$ cat src/rtl/negate_sequencer.sv
`default_nettype none
// ============================================================================
// Module      : negate_sequencer
// Description : Shares one WIDTH-bit two's-complement negator across an operand
//               pair and returns {-op1, -op2} on a valid/ready output.
// Revision    : 1.0 - initial release
// ============================================================================
module negate_sequencer #(
    parameter int WIDTH = 16,
    parameter int CNT_W = 16
) (
    input  logic                 clk,
    input  logic                 rst,
    input  logic                 in_valid_i,
    output logic                 in_ready_o,
    input  logic [WIDTH-1:0]     op1_i,
    input  logic [WIDTH-1:0]     op2_i,
    output logic                 out_valid_o,
    input  logic                 out_ready_i,
    output logic [2*WIDTH-1:0]   result_o,
    output logic [1:0]           ovf_o,
    output logic                 busy_o,
    output logic [CNT_W-1:0]     done_cnt_o
);

    localparam logic [WIDTH-1:0] C_MIN     = {1'b1, {(WIDTH-1){1'b0}}};
    localparam logic [WIDTH-1:0] C_ONE     = {{(WIDTH-1){1'b0}}, 1'b1};
    localparam logic [CNT_W-1:0] C_CNT_ONE = {{(CNT_W-1){1'b0}}, 1'b1};

    typedef enum logic [1:0] {
        S_IDLE = 2'd0,
        S_NEG1 = 2'd1,
        S_NEG2 = 2'd2,
        S_DONE = 2'd3
    } state_t;

    state_t               state_q;
    logic [WIDTH-1:0]     op1_q;
    logic [WIDTH-1:0]     op2_q;
    logic [2*WIDTH-1:0]   result_q;
    logic [1:0]           ovf_q;
    logic                 out_valid_q;
    logic                 busy_q;
    logic [CNT_W-1:0]     done_cnt_q;

    logic [WIDTH-1:0]     neg_in;
    logic [WIDTH-1:0]     neg_d;
    logic                 neg_min_d;
    logic                 in_ready;
    logic                 accept;
    logic                 deliver;

    // The single shared negator: its operand is steered by the sequencing state.
    assign neg_in    = (state_q == S_NEG1) ? op1_q : op2_q;
    assign neg_d     = ~neg_in + C_ONE;
    assign neg_min_d = (neg_in == C_MIN);

    assign in_ready = (state_q == S_IDLE) | ((state_q == S_DONE) & out_ready_i);
    assign accept   = in_valid_i & in_ready;
    assign deliver  = out_valid_q & out_ready_i;

    always_ff @(posedge clk) begin
        if (rst) begin
            state_q     <= S_IDLE;
            op1_q       <= '0;
            op2_q       <= '0;
            result_q    <= '0;
            ovf_q       <= 2'b00;
            out_valid_q <= 1'b0;
            busy_q      <= 1'b0;
            done_cnt_q  <= '0;
        end else begin
            case (state_q)
                S_IDLE: begin
                    if (accept) begin
                        op1_q   <= op1_i;
                        op2_q   <= op2_i;
                        busy_q  <= 1'b1;
                        state_q <= S_NEG1;
                    end
                end
                S_NEG1: begin
                    result_q[2*WIDTH-1:WIDTH] <= neg_d;
                    ovf_q[1]                  <= neg_min_d;
                    state_q                   <= S_NEG2;
                end
                S_NEG2: begin
                    result_q[WIDTH-1:0] <= neg_d;
                    ovf_q[0]            <= neg_min_d;
                    out_valid_q         <= 1'b1;
                    state_q             <= S_DONE;
                end
                S_DONE: begin
                    if (deliver) begin
                        done_cnt_q  <= done_cnt_q + C_CNT_ONE;
                        out_valid_q <= 1'b0;
                        // A waiting pair is taken in the delivery cycle to avoid an IDLE bubble.
                        if (accept) begin
                            op1_q   <= op1_i;
                            op2_q   <= op2_i;
                            state_q <= S_NEG1;
                        end else begin
                            busy_q  <= 1'b0;
                            state_q <= S_IDLE;
                        end
                    end
                end
                default: begin
                    state_q <= S_IDLE;
                end
            endcase
        end
    end

    assign in_ready_o  = in_ready;
    assign out_valid_o = out_valid_q;
    assign result_o    = result_q;
    assign ovf_o       = ovf_q;
    assign busy_o      = busy_q;
    assign done_cnt_o  = done_cnt_q;

endmodule
`default_nettype wire

$ cat config.mk
export PLATFORM = sky130hd
export DESIGN_NAME = negate_sequencer
export DESIGN_NICKNAME = d
export VERILOG_FILES = /design/src/rtl/negate_sequencer.sv
export SDC_FILE = /design/constraint.sdc
export NUM_CORES = 1
export LEC_CHECK = 0
export CAP_MARGIN = 10
export CORE_UTILIZATION = 45
export CTS_BUF_LIST = sky130_fd_sc_hd__clkbuf_4 sky130_fd_sc_hd__clkbuf_8
export CTS_CLUSTER_SIZE = 28
export DETAILED_ROUTE_END_ITERATION = 10
export GPL_TIMING_DRIVEN = 0
export PLACE_DENSITY = 0.72
export SYNTH_ARGS = -nofsm -noshare
export SYNTH_HDL_FRONTEND = slang
export SYNTH_SLANG_ARGS = --single-unit
$ cat constraint.sdc
create_clock -name clk -period 9.2 [get_ports clk]
set_input_delay 1.38 -clock clk [delete_from_list [all_inputs] [get_ports clk]]
set_output_delay 1.38 -clock clk [all_outputs]
set_load 0.005 [all_outputs]
==> impl_metrics.yaml <==
status:
  run_status: "complete, no violations"
placement:
  placed_cell_area_um2: 5250
  gp_congestion: 0.870
  dp_hpwl_mm: 8.91
  portBuffers: 88
  dp_cells: 700
synthesis:
  syn_area_per_cell_um2: 8.45
  netlist_area_um2: 4230
  ys_warn_count: 0
  syn_inst: 501
  ys_types: 56
  ys.flop_type: "dfxtp_1"
  synth-seq-cells: 86
  syn-num-nets: 544
  ys_async_sr_fraction: 0
  synth_edf_count: 0
  yosysSeqAreaShare: 0.407
final_layout:
  fin_cells: 716
  mostFrequentLayoutCells: "clkdlybuf4s50_1, dfxtp_1, nand2_1"
  finish.utilization: 0.598
  final_common_cell: "clkdlybuf4s50_1"
  drive_gt1_frac: 0.0612
  fin_area_um2: 5480
  area_growth_pct: 29.4
  nets: 643
  diodes: 0
clock_network:
  cts_buffer_depth: 2
  clk_latency_ns: 0.36
  cts_inserted_buffers: 9
  cts_hold_buffers: 0
  cts_sinks: 86
  cts_root_buf: "clkbuf_8"
  post_cts_resized: 0
  clk_pin_slew_worst_paths_ns: 0.09
  h-tree-depth: 3
  cts_setup_buffers: 0
  cts_tree: "built"
sta:
  worst_slew_pin_slew_ns: 0.634
  slew_violations: 0
  fin_crit_ns: 4.30
  tns_ns: 0
  fmax_mhz: 233
  skew_ns: 0.0101
  hold_viol: 0
  slew_headroom: 0.577
  fin_crit_sh: 0.467
  setup_violations: 0
  rsz0062_at_grt: "no"
run:
  cap_violations: 0
drt:
  drt-wirelength-per-cell_um: 16.3
  vias: 4039
  drtAntennaViolNets: 0
  viasPerCell: 5.64
  finalWirelength_mm: 11.7
  drc: 0
  drt-pass1-iter-count: 6
  first_iter_violations: 312
die:
  die_w_um: 99.0
  start_util: 0.462
  die_area_um2: 9800
  coreArea_um2: 9150
  ios: 89
  die_h_um: 99.0
  fp-row-count: 35
worst_setup_path:
  crit_path_top_delay_cell: "or4_1"
  path_cells: "inv_1, ha_1, buf_4, buf_4, buf_4, buf_2, buf_2, mux2i_1, ha_1, clkbuf_1, nor4bb_1, nor2_1, or4_1, a311oi_1"
  worstSetupStartpointType: "flop"
  critPathMaxFanout: 10
  required_ns: 9.48
  arrival_ns: 4.57
  timing_worst_setup_path_type: "reg2reg"
  critical_path.max_stage_delay_ns: 0.55
  end_kind: "flop"
  worst_path_most_repeated_cell: "buf_4"
grt:
  overflow: 0
  grt_pass1_wl_mm: 18.6
  antenna_found_initial: 0
  grt_pass1_vias: 3715
  grt_max_degree: 15
  grt_usage: 0.243
pwr:
  ir_drop_mv: 0.118
  seqPwrFrac: 0.320
  sw_frac_of_total: 0.409
  clkPwrFrac: 0.176
  pwr-share-comb: 0.503
  leakage_nw: 1.85
  internal_power_w: 0.00102
  p_sw_w: 0.000705
  powerDensity_nw_per_um2: 315
min_path:
  hold_class: "reg2reg"
==> cell type report <==
| cell class | instances | area [um^2] |
|---|---|---|
| clock buffers | 11 | 145 |
| clock inverters | 5 | 81.3 |
| fillers | 850 | 3670 |
| repair buffers | 88 | 881 |
| well taps | 111 | 139 |
| plain buffers | 31 | 134 |
| inverters | 10 | 37.5 |
| multi-input cells | 374 | 2340 |
| flip-flops and latches | 86 | 1720 |
==> cell usage after synthesis (all sizes together) (10+ instances only) <==
cell type | n | area (um^2)
dfxtp | 86 | 1720
nand2 | 82 | 308
a21oi | 48 | 240
nor2 | 37 | 139
mux2i | 20 | 213
clkbuf | 19 | 71.3
o21ai | 17 | 88.8
nand3 | 14 | 70.1
or4 | 14 | 105
buf | 12 | 62.6
nand2b | 11 | 68.8
inv | 10 | 37.5
xnor2 | 10 | 87.6
==> cell families after synthesis <==
logic type	synth area share
muxes	0.0529
DFF	0.407
buffers and inverters	0.0405
adders and majority gates	0.0207
and+or+nand+nor	0.278
xor gates and xnor gates	0.0310
AOI/OAI and AO/OA	0.170
==> critical path, delay by kind of cell (launching register included) <==
| kind | cells | cell delay [ns] |
|---|---|---|
| flops | 1 | 0.36 |
| compound gates | 1 | 0.28 |
| fa+ha+maj | 2 | 0.54 |
| buf+inv | 7 | 1.67 |
| mux | 1 | 0.27 |
| simple gates | 3 | 1.10 |
==> final timing paths <==
kind | startpoint | endpoint | slack [ns] | cells past startpoint
worst min register to register | op2_q[14] | op2_q[14] | 0.46 | 2
worst max-delay path | state_q[1] | result_o[14] | 4.90 | 14
worst min-delay path | op2_q[14] | op2_q[14] | 0.46 | 2
worst max register to register | state_q[1] | result_o[14] | 4.90 | 14
==> power by group through the flow <==
| stage | Clock (W) | Combinational [W] | Sequential (W) |
|---|---|---|---|
| 2_1_floorplan | 0 | 0.000557 | 0.000542 |
| 3_3_place_gp | 0 | 0.000846 | 0.000555 |
| 3_5_place_dp | 0 | 0.000859 | 0.000560 |
| 4_1_cts | 0.000305 | 0.000861 | 0.000551 |
| 6_report | 0.000304 | 0.000868 | 0.000552 |
| 5_1_grt | 0.000320 | 0.000950 | 0.000563 |
==> routing by layer <==
metal | wire, um | GRT usage | share of wire | vias to the layer above
met5 | 0 | 0 | 0 | -
met2 | 5250 | 0.387 | 0.45 | 129
li1 | - | - | - | 2007
met4 | 126 | 0.0792 | 0.011 | 0
met1 | 5580 | 0.340 | 0.48 | 1891
met3 | 695 | 0.0348 | 0.060 | 12
==> per-stage QoR <==
stage | hold slack [ns] | power, W | setup WS, ns
floorplan | 0.434 | 0.00110 | 5.70
global placement | 0.436 | 0.00140 | 5.03
detailed placement | 0.451 | 0.00142 | 4.96
CTS | 0.462 | 0.00172 | 4.93
global route | 0.494 | 0.00183 | 4.59
finish | 0.461 | 0.00172 | 4.90
==> state kept, by name, summed over array words and instances, names as in the netlist <==
signal and cells:
result_o 32, done_cnt_o 16, op1_q 16, op2_q 16
ovf_o 2, state_q 2, busy_o 1, out_valid_o 1
Note: power is estimated with default switching activity, not from simulation.
